===== config.mk =====
export PLATFORM = sky130hd
export DESIGN_NAME = countdown_display
export DESIGN_NICKNAME = d
export VERILOG_FILES = /design/src/rtl/countdown_pkg.sv /design/src/rtl/countdown_display_seg7.sv /design/src/rtl/countdown_display.sv
export SDC_FILE = /design/constraint.sdc
export NUM_CORES = 1
export LEC_CHECK = 0
export CAP_MARGIN = 40
export CORE_ASPECT_RATIO = 1.2
export CORE_MARGIN = 4
export CORE_UTILIZATION = 60
export CTS_CLUSTER_DIAMETER = 120
export DETAILED_ROUTE_END_ITERATION = 6
export MAX_ROUTING_LAYER = met4
export PLACE_DENSITY = 0.83
export REMOVE_ABC_BUFFERS = 1
export SYNTH_ARGS = -nofsm -noshare
export SYNTH_HDL_FRONTEND = slang
export SYNTH_HIERARCHICAL = 1
export SYNTH_SLANG_ARGS = --single-unit

===== constraint.sdc =====
create_clock -name clk -period 7.1 [get_ports clk]
set_input_delay 1.42 -clock clk [delete_from_list [all_inputs] [get_ports clk]]
set_output_delay 1.42 -clock clk [all_outputs]
set_load 0.1 [all_outputs]

===== src/rtl/countdown_pkg.sv =====
// Shared types and constants for the countdown display: state encoding and
// active-low seven-segment patterns ({g,f,e,d,c,b,a}).
package countdown_pkg;

   typedef enum logic [1:0] {
      S_LOAD  = 2'd0,
      S_RUN   = 2'd1,
      S_PAUSE = 2'd2,
      S_DONE  = 2'd3
   } state_t;

   localparam logic [6:0] SEG_BLANK = 7'h7F;

   // Entry n is the pattern for digit n; the first listed entry is digit 9.
   localparam logic [9:0][6:0] SEG_TABLE = {
      7'h10, 7'h00, 7'h78, 7'h02, 7'h12,
      7'h19, 7'h30, 7'h24, 7'h79, 7'h40
   };

endpackage


===== src/rtl/countdown_display_seg7.sv =====
// Combinational digit-to-segment decoder; blank (or any non-decimal digit)
// turns every segment off.
module seg7_decode
   import countdown_pkg::*;
(
   input  logic [3:0] digit,
   input  logic       blank,
   output logic [6:0] seg
);

   always_comb begin
      seg = SEG_BLANK;
      if (!blank && (digit <= 4'd9)) begin
         seg = SEG_TABLE[digit];
      end
   end

endmodule


===== src/rtl/countdown_display.sv =====
// Two-digit display and status LEDs for a sampled countdown value.
// Optional expiry blinking is built when COUNTDOWN_DONE_BLINK_EN is defined.
module countdown_display
   import countdown_pkg::*;
#(
   parameter int CNT_W        = 5,
   parameter int BLINK_DIV    = 25000000,
   parameter int STALL_CYCLES = 75000000
)
(
   input  logic             clk,
   input  logic             reset,
   input  logic [CNT_W-1:0] count,
   output logic [6:0]       hex0,
   output logic [6:0]       hex1,
   output logic             led_run,
   output logic             led_paused,
   output logic             led_done
);

   localparam int STALL_W = $clog2(STALL_CYCLES + 1);

   logic [CNT_W-1:0]   count_q;
   state_t             state;
   state_t             next_state;
   logic [STALL_W-1:0] stall_cnt;
   logic               blink_phase;
   logic [3:0]         tens;
   logic [3:0]         units;
   logic [CNT_W-1:0]   rem;
   logic [3:0]         digit_tens;
   logic [3:0]         digit_units;
   logic               blank_tens;
   logic               blank_units;
   logic [6:0]         seg_tens;
   logic [6:0]         seg_units;

   always_comb begin
      next_state = state;
      if (count == '0) begin
         next_state = S_DONE;
      end else if (count > count_q) begin
         next_state = S_LOAD;
      end else if (count < count_q) begin
         next_state = S_RUN;
      end else if ((stall_cnt == STALL_W'(STALL_CYCLES - 1)) &&
                   ((state == S_RUN) || (state == S_LOAD))) begin
         next_state = S_PAUSE;
      end
   end

   always_ff @(posedge clk or posedge reset) begin
      if (reset) begin
         count_q   <= '0;
         state     <= S_LOAD;
         stall_cnt <= '0;
      end else begin
         count_q <= count;
         state   <= next_state;
         if ((count != count_q) || (count == '0)) begin
            stall_cnt <= '0;
         end else if (stall_cnt != STALL_W'(STALL_CYCLES)) begin
            stall_cnt <= stall_cnt + 1'b1;
         end
      end
   end

`ifdef COUNTDOWN_DONE_BLINK_EN
   localparam int BLINK_W = $clog2(BLINK_DIV + 1);

   logic [BLINK_W-1:0] blink_cnt;

   always_ff @(posedge clk or posedge reset) begin
      if (reset) begin
         blink_cnt   <= '0;
         blink_phase <= 1'b0;
      end else if (state != S_DONE) begin
         blink_cnt   <= '0;
         blink_phase <= 1'b0;
      end else if (blink_cnt == BLINK_W'(BLINK_DIV - 1)) begin
         blink_cnt   <= '0;
         blink_phase <= ~blink_phase;
      end else begin
         blink_cnt <= blink_cnt + 1'b1;
      end
   end
`else
   assign blink_phase = 1'b0;
`endif

   // Values never exceed 31, so a compare chain replaces a real divider.
   always_comb begin
      tens = 4'd0;
      rem  = count_q;
      if (count_q >= CNT_W'(30)) begin
         tens = 4'd3;
         rem  = count_q - CNT_W'(30);
      end else if (count_q >= CNT_W'(20)) begin
         tens = 4'd2;
         rem  = count_q - CNT_W'(20);
      end else if (count_q >= CNT_W'(10)) begin
         tens = 4'd1;
         rem  = count_q - CNT_W'(10);
      end
      units = 4'(rem);
   end

   always_comb begin
      if (state == S_DONE) begin
         digit_tens  = 4'd0;
         digit_units = 4'd0;
         blank_tens  = blink_phase;
         blank_units = blink_phase;
      end else begin
         digit_tens  = tens;
         digit_units = units;
         blank_tens  = (tens == 4'd0);
         blank_units = 1'b0;
      end
   end

   seg7_decode u_seg_tens (
      .digit (digit_tens),
      .blank (blank_tens),
      .seg   (seg_tens)
   );

   seg7_decode u_seg_units (
      .digit (digit_units),
      .blank (blank_units),
      .seg   (seg_units)
   );

   always_ff @(posedge clk or posedge reset) begin
      if (reset) begin
         hex0       <= SEG_BLANK;
         hex1       <= SEG_BLANK;
         led_run    <= 1'b0;
         led_paused <= 1'b0;
         led_done   <= 1'b0;
      end else begin
         hex0       <= seg_units;
         hex1       <= seg_tens;
         led_run    <= (state == S_RUN);
         led_paused <= (state == S_PAUSE);
         led_done   <= (state == S_DONE) && !blink_phase;
      end
   end

endmodule

# Word level (Yosys, flattened, before mapping)
# Memory sizes are Yosys's and may differ from the RTL's. A register that Yosys moved wholly into a read port is not among the register bits.
# Cells that the tools add are included.
dict set report classes {
  n_addsub 4
  mul 0
  n_div 0
  magnitude_cmp 7
  n_eq_ne 6
  n_shift 0
  mux 17
  bitwise_logic 0
  reduce_logical 10
}
# operator n
set ops {}
lappend ops {{$mux 27} 2}
lappend ops {{$add 27x1->27 const B} 1}
lappend ops {{$eq 27x27->1 const B} 1}
lappend ops {{$ne 27x27->1 const B} 1}
lappend ops {{$mux 4} 5}
lappend ops {{$mux 7} 2}
lappend ops {{$mux 2} 6}
lappend ops {{$ge 5x5->1 const B} 2}
lappend ops {{$sub 4x4->4 const B} 2}
lappend ops {{$ge 5x4->1 const B} 1}
lappend ops {{$gt 5x5->1} 1}
lappend ops {{$logic_not 5->1} 1}
lappend ops {{$lt 4x5->1 const B} 1}
lappend ops {{$lt 5x5->1} 1}
lappend ops {{$ne 5x5->1} 1}
lappend ops {{$eq 2x2->1 const B} 2}
lappend ops {{$le 4x4->1 const B} 1}
lappend ops {{$logic_not 4->1} 1}
lappend ops {{$reduce_bool 4->1} 1}
lappend ops {{$sub 4x3->4 const B} 1}
lappend ops {{$eq 2x1->1 const B} 1}
lappend ops {{$logic_and 1x1->1} 2}
lappend ops {{$logic_not 2->1} 1}
lappend ops {{$logic_or 1x1->1} 2}
lappend ops {{3 further kinds} 4}
dict set report word_totals {
  register_bits 44
  latch_bits 0
  mem_bits_rw 0
  rom_bits 224
  output_inout_bits 17
  wordCells 53
  n_memories 2
}
# memory depth width read_ports rd_ports_with_merged_regs wr line_no
set mem_list {}
lappend mem_list {{(name not given)} 16 7 1 0 0 countdown_display_seg7.sv:14} ;# seg = SEG_TABLE[digit];
lappend mem_list {{(name not given)} 16 7 1 1 0 countdown_display_seg7.sv:14}

# Depth between registers and ports, before layout
# Gate-level depths: netlist of run 1.
dict set report logic_depth {
  word_depth 9
  ltp_mapped 11
}

# Hierarchy
# Netlist of run 1, hierarchy kept.
# mod instances cells_per_inst area_each_um2 seq_area_each_um2
set by_module_without_submodules {}
lappend by_module_without_submodules {countdown_display 1 252 2601.2 1293.7}
lappend by_module_without_submodules {seg7_decode 2 29 210.2 0.0}

# Least setup slack after synthesis of run 1
# OpenSTA, ideal clock, no wires.
dict set report synth_timing {
  path_type {register to register}
  startpoint {reg count_q[2]}
  endpoint {reg hex0[0]}
  t_arrival_ns 2.461
  required_ns 7.001
  path_slack_ns 4.540
  path_stages_with_launch 11
  n_path_buf 0
  path_cell_list {dfrtp_1 ha_1 and3_1 a41oi_1 a21boi_1 mux2i_1 inv_1 ha_1 and2b_2 a21oi_1 o21ai_0}
}
dict set report synth_via {
  elab_chain_cells 5
  elab_cells_between_ends 10
  classes_between {add/sub: 3; order compare: 3; mux: 4}
}
# item line_no
set synth_rtl {}
lappend synth_rtl {{from (decl)} countdown_display.sv:23} ;# logic [CNT_W-1:0] count_q;
lappend synth_rtl {{from (signal assigned)} countdown_display.sv:58} ;# count_q <= count;
lappend synth_rtl {{$ge 5x4->1} countdown_display.sv:101} ;# end else if (count_q >= CNT_W'(10)) begin
lappend synth_rtl {{$mux 4} countdown_display.sv:101}
lappend synth_rtl {{$mux 4} countdown_display.sv:98} ;# end else if (count_q >= CNT_W'(20)) begin
lappend synth_rtl {{$mux 4 *} countdown_display.sv:95} ;# if (count_q >= CNT_W'(30)) begin
lappend synth_rtl {{$mux 4 *} countdown_display.sv:109} ;# if (state == S_DONE) begin
lappend synth_rtl {{net digit_units[1]} countdown_display.sv:32} ;# logic [3:0] digit_units;
lappend synth_rtl {{to (decl)} countdown_display.sv:14} ;# output logic [6:0] hex0,
# Mark *: on every way through the listed nets, which the timed path passes. The rest lies on a longest branch.
# A chain may end at the register's enable or synchronous reset.

# Worst setup path after layout of run 1
dict set report layout_timing {
  startpoint {in count[4]}
  endpoint {reg stall_cnt[22]}
}
dict set report layout_via {
  elab_chain_cells 3
  elab_cells_between_ends 5
  classes_between {eq/ne: 1; mux: 1; reduce/logical: 3}
}
# item line_no
set layout_rtl {}
lappend layout_rtl {{from (decl)} countdown_display.sv:13} ;# input logic [CNT_W-1:0] count,
lappend layout_rtl {{$ne 5x5->1 / $logic_not 5->1 (equally long branches)} countdown_display.sv:60} ;# if ((count != count_q) || (count == '0)) begin
lappend layout_rtl {{$logic_or 1x1->1 *} countdown_display.sv:60}
lappend layout_rtl {{$mux 27 / $reduce_bool 2->1 (equally long branches)} --}
lappend layout_rtl {{to (signal assigned)} countdown_display.sv:63} ;# stall_cnt <= stall_cnt + 1'b1;
lappend layout_rtl {{to (decl)} countdown_display.sv:26} ;# logic [STALL_W-1:0] stall_cnt;
# Mark *: on every way between the ends. The rest lies on a longest branch, timed or not.

==> flow_summary.json, run 1 <==
{
  "dr_total_vias": 2445,
  "async_reset_ff_frac": 1.000,
  "tightest_slew_ns": 0.8070,
  "min_path_type": "flip-flop to flip-flop",
  "core_sq_um": 4905,
  "finalWorstSetupSlack_ns": 3.515,
  "period_needed_ns": 3.585,
  "drtAntennaViolNets": 0,
  "endpoint_kind": "flip-flop",
  "r2r-end": "hex0[0]",
  "drtIter0Drc": 240,
  "dp.cells": 407,
  "power.leakage_nw": 1.530,
  "die-area_sq_um": 6240,
  "synth_edf_count": 0,
  "overflow": 0,
  "synth-main-ff-cell": "dfrtp_1",
  "relSlewSlack": 0.4607,
  "grt_max_degree": 38,
  "holdPathStages": 1,
  "whs_endpoint": "led_paused",
  "place_hpwl_um": 4393,
  "cts_tree": "yes",
  "rsz0062_at_grt": "no",
  "yosysUniqueCellTypes": 51,
  "clock_latency_ns": 0.31,
  "rr_startpoint": "count_q[2]",
  "antenna_found_initial": 0,
  "final_cell_area_sq_um": 3671,
  "grt_pass1_wl_um": 11170,
  "max_clock_freq_mhz": 279.0,
  "synthesis.area_sq_um": 3022,
  "fin_worst_skew_ns": 0.01327,
  "clock_sinks": 51,
  "critPathMaxFanout": 23,
  "cp-start-kind": "input port",
  "yosysTopAreaCell": "dfrtp_1",
  "diodes": 0,
  "tns_ns": 0,
  "drive_above_1_share": 0.1465,
  "max_stage_delay_ns": 0.66,
  "place_ws_ns": 3.225,
  "routedWlPerCell_um": 15.18,
  "reg2reg_slack_ns": 3.98,
  "ioPinCount": 24,
  "crit_path_cell_trace": "clkdlybuf4s50_1, ha_1, nand3_1, nor2_1, nand2_1, a21oi_1",
  "rows": 28,
  "setup_viol": 0,
  "area_growth_pct": 21.49,
  "numCtsBuffers": 5,
  "die_w_um": 72.78,
  "routabilityCongestion": 0.8703,
  "stdcell_count": 415,
  "synth.top_cells.by_area": "dfrtp_1 31%, dfstp_2 12%, ha_1 9.1%",
  "cts.path.max_buffers": 2,
  "grt_pass1_vias": 2379,
  "root_buffer": "clkbuf_8",
  "cp_slowest_cell": "nand2_1",
  "cts-resized-gates": 0,
  "post-route-period-util": 0.5049,
  "start_util": 0.6161,
  "hp-start": "state[0]",
  "wirelength_um": 6298,
  "critPathRequiredTime_ns": 7.31,
  "ctsHoldBuffers": 0,
  "synth_top_cell_area_share": 0.3064,
  "portBuffers": 23,
  "post_cts_buffers": 0,
  "drc": 0,
  "final_cell_mix": "37 x dfrtp_1, 27 x a21oi_1, 25 x nand2_1",
  "path_class": "input port to flip-flop",
  "synth-seq-area-share": 0.4282,
  "synth_area_per_cell_sq_um": 9.747,
  "status": "finished, final reports clean",
  "die_h_um": 85.74,
  "grt_usage": 0.2321,
  "clk_pin_slew_worst_paths_ns": 0.10,
  "vias_per_cell": 5.892,
  "placed_cell_area_sq_um": 3553,
  "maxCapViolations": 0,
  "yosysWarnings": 6,
  "htree_num_levels": 2,
  "drt_pass1_iterations": 4,
  "rr_worst_depth": 10,
  "synth_seq_cells": 51,
  "mostFrequentLayoutCell": "dfrtp_1",
  "ir_drop_v": 0.0001929,
  "powerDensity_nw_per_um2": 208.4,
  "final_nets": 383,
  "arrival_ns": 3.79,
  "hold_viol": 0,
  "drv_slew": 0,
  "syn_inst": 310
}
==> worst max path at each step <==
stage,start,to,slack [ns],cells after the start
2_1_floorplan,count[4],stall_cnt[0],4.16,5
3_3_place_gp,count[4],stall_cnt[0],3.32,6
3_5_place_dp,count[4],stall_cnt[0],3.22,6
4_1_cts,count[4],stall_cnt[22],3.57,6
5_1_grt,count[4],stall_cnt[22],3.31,6
6_report,count[4],stall_cnt[22],3.52,6
==> power by group <==
group | switching (W) | total, W | internal, W
Combinational | 0.000151 | 0.000233 | 0.0000818
Clock | 0.0000978 | 0.000212 | 0.000114
Sequential | 0.00000762 | 0.000320 | 0.000312
==> sequential cells by signal, summed over array words and instances (netlist names) <==
register    count
hex0            7
led_done        1
stall_cnt      27
count_q         5
led_run         1
state           2
led_paused      1
hex1            7
==> Yosys cell counts (all sizes together) (2+ instances only) <==
master  instances
o21ai          16
nand2          25
nor2b           2
o21bai          2
nand2b          2
o31ai           9
a21boi          2
o31a            2
nor4           10
a21oi          29
clkbuf          5
inv            23
mux2i           5
buf             7
and4            4
or3             5
ha             22
dfrtp          37
dfstp          14
nand3          14
nor2           19
and2b           2
nand3b          6
nand4           7
or4             7
o211ai          6
and3            3
xor2            9
==> logic make-up after synthesis <==
logic type / share of synthesized area
compound gates: 0.1619
xor+xnor: 0.02899
fa+ha+maj: 0.09110
buf+inv: 0.05466
flops: 0.4282
mux: 0.02029
other cells: 0.001241
simple gates: 0.2137
==> layout make-up <==
class	instances	area, sq um
Fill cell	320	1234
Multi-Input combinational cell	232	1593
Clock inverter	2	35.03
Sequential cell	51	1294
Inverter	23	86.33
Timing Repair Buffer	41	505.5
Clock buffer	6	82.58
Tap cell	60	75.07
==> stage by stage <==
| stage | total power (W) | hold WS, ns | utilization |
|---|---|---|---|
| global placement | 0.0005122 | 0.4841 | 0.6684 |
| CTS | 0.0007685 | 0.4809 | 0.7485 |
| floorplan | 0.0004756 | 0.4297 | - |
| finish | 0.0007652 | 0.4846 | 0.7485 |
| global route | 0.0007949 | 0.5241 | 0.7485 |
| detailed placement | 0.0005583 | 0.4734 | 0.7245 |
==> critical path: cells and delay by family <==
kind	cells	cell delay (ns)
AO/OA/AOI/OAI	1	0.31
AND/OR/NAND/NOR	3	1.31
buffers and inverters	1	0.44
adder cells (fa/ha/maj)	1	0.31
==> per-layer routing <==
| layer | GRT usage | part of all wire | up-vias |
|---|---|---|---|
| li1 | - | - | 1186 |
| met1 | 0.2931 | 0.42 | 1182 |
| met2 | 0.3629 | 0.51 | 64 |
| met3 | 0.04807 | 0.038 | 13 |
| met4 | 0.09396 | 0.025 | 0 |
| met5 | - | 0 | - |
Note: power is estimated with default switching activity, not from simulation.
==> run 2, diff against run 1 <==
Settings changed: CORE_UTILIZATION 60 to 58, PLACE_DENSITY 0.83 to 0.8.
Clock period 7.1 ns to 3.7 ns, I/O delays scaled along.
==> run 2 against run 1 <==
Against the previous run:
- highest routed layer unchanged
- final area is 0.95% higher
- sequential power is 92% higher
- clock skew fell by 0.0060 ns
- largest cell class unchanged
- die area up 3.1%
- clock power increased by 120%
- flip-flop and latch count unchanged
- global-route usage decreased by 1.2 points
- largest power group unchanged
==> flow_summary.json, run 2 (same netlist as run 1, synthesis figures left out) <==
{
  "status": "finished, final reports clean",
  "clock_latency_ns": 0.32,
  "busiest_layer": "met2",
  "hold_viol": 0,
  "rows": 28,
  "ir_drop_v": 0.0002821,
  "cp-start-kind": "flip-flop",
  "hp-start": "state[0]",
  "worst-path-buf-inv": 1,
  "grt_use_met1": 0.2786,
  "grtUsageMet2": 0.3468,
  "path_delay_family": "compound AO/OA/AOI/OAI gates",
  "max_clock_freq_mhz": 335.3,
  "relSlewSlack": 0.4524,
  "drc": 0,
  "whs_ns": 0.4824,
  "grt_pass1_wl_um": 10820,
  "drive_above_1_share": 0.1461,
  "core_sq_um": 4975,
  "cp_slowest_cell": "dfrtp_1",
  "drtIter0Drc": 218,
  "grt_usage": 0.2199,
  "path_class": "flip-flop to flip-flop",
  "diodes": 0,
  "maxCapViolations": 0,
  "top_regs": "stall_cnt x27, hex0 x7, hex1 x7",
  "fin_worst_skew_ns": 0.007305,
  "rr_worst_depth": 10,
  "die-area_sq_um": 6433,
  "reg2reg_slack_ns": 0.72,
  "met3_usage": 0.04042,
  "endpoint": "hex0[3]",
  "routabilityCongestion": 0.8399,
  "fillCellCount": 354,
  "regMostFlops": "stall_cnt",
  "drt_pass1_iterations": 4,
  "endpoint_kind": "flip-flop",
  "routedWlPerCell_um": 14.96,
  "ctsHoldBuffers": 0,
  "crit_path_cell_trace": "ha_1, and3_1, a41oi_1, a21boi_1, mux2i_1, inv_1, ha_1, and2b_2, a21oi_1, o21ai_0",
  "worstSetupPathDepth": 10,
  "largest_register_ffs": 27,
  "ioPinCount": 24,
  "critPathRequiredTime_ns": 3.90,
  "post-route-period-util": 0.8060,
  "place_hpwl_um": 4533,
  "antenna_found_initial": 0,
  "drv_slew": 0,
  "r2r-end": "hex0[3]",
  "grt_max_degree": 37,
  "die_h_um": 87.07,
  "rr_startpoint": "count_q[2]",
  "die_w_um": 73.89,
  "start_util": 0.6074,
  "arrival_ns": 3.18,
  "period_needed_ns": 2.982,
  "cts_tree": "yes",
  "portBuffers": 23,
  "overflow": 0,
  "power.leakage_nw": 1.546,
  "min_path_type": "flip-flop to flip-flop",
  "multi_input_area_sq_um": 1593,
  "max_stage_delay_ns": 0.50,
  "powerDensity_nw_per_um2": 412.8,
  "post_cts_buffers": 0,
  "startpoint": "count_q[2]",
  "dr_total_vias": 2413,
  "final_cell_area_sq_um": 3706,
  "cp_common_cell": "ha_1",
  "mostFrequentLayoutCell": "dfrtp_1",
  "final_nets": 384,
  "tightest_slew_ns": 0.8194,
  "setup_viol": 0,
  "htree_num_levels": 2,
  "wirelength_um": 6225,
  "area_growth_pct": 22.65,
  "cts.path.max_buffers": 2,
  "numCtsBuffers": 5,
  "cts-resized-gates": 0,
  "vias_per_cell": 5.800,
  "clock_sinks": 51,
  "critPathMaxFanout": 8,
  "final_cell_mix": "37 x dfrtp_1, 27 x a21oi_1, 25 x nand2_1",
  "grt_pass1_vias": 2362,
  "clk_pin_slew_worst_paths_ns": 0.10,
  "drtAntennaViolNets": 0,
  "rsz0062_at_grt": "no",
  "root_buffer": "clkbuf_8",
  "register_area_sq_um": 1294,
  "tns_ns": 0,
  "placed_cell_area_sq_um": 3573
}
[run 2: cell count changes in the layout (fill, tap and decap cells not counted)]
cell       before  now
clkinv_2        1    0
buf_4           0    1
buf_8          17   16
clkbuf_8        6    5
buf_16          0    1
clkbuf_1        0    1
bufinv_16       1    2
[run 2: worst register-to-register path, delay by kind of cell, from the launching register on]
| family | cells | cell delay, ns |
|---|---|---|
| DFF | 1 | 0.50 |
| AOI/OAI and AO/OA | 4 | 0.95 |
| adders and majority gates | 2 | 0.50 |
| and+or+nand+nor | 2 | 0.39 |
| buffers and inverters | 1 | 0.14 |
| muxes | 1 | 0.39 |
[run 2: stage by stage]
| stage | power, W | worst slack, ns | cells | utilization |
|---|---|---|---|---|
| detailed placement | 0.001079 | 0.7500 | 408 | 0.7183 |
| floorplan | 0.0009127 | 1.137 | 306 | - |
| global route | 0.001587 | 0.4826 | 416 | 0.7450 |
| global placement | 0.0009856 | 0.8222 | 390 | 0.6605 |
| finish | 0.001530 | 0.7177 | 416 | 0.7450 |
| CTS | 0.001534 | 0.7224 | 416 | 0.7450 |
[run 2: area by class of cell]
cell class,instances,share of cell area
timing repair buffer,42,0.1418
clock buffer,6,0.01958
sequential,51,0.3491
multi-input combinational,232,0.4298
inverter,23,0.02330
clock inverter,2,0.01621
tap,60,0.02026
[run 2: layer usage]
layer | vias to the layer above | part of all wire
met5 | - | 0
met4 | 0 | 0.030
met3 | 16 | 0.031
met2 | 47 | 0.51
met1 | 1147 | 0.43
li1 | 1203 | -
[run 2: how the worst min path moves through the flow]
stage	to	slack (ns)	cells after the start
2_1_floorplan	led_paused	0.43	1
3_5_place_dp	led_paused	0.47	1
4_1_cts	led_paused	0.48	1
3_3_place_gp	led_paused	0.47	1
5_1_grt	led_paused	0.51	1
6_report	led_paused	0.48	1
[run 2: power breakdown]
group	switching [W]	internal (W)	total [W]
registers	0.0000145	0.000600	0.000614
logic	0.000291	0.000161	0.000452
clock network	0.000193	0.000270	0.000463
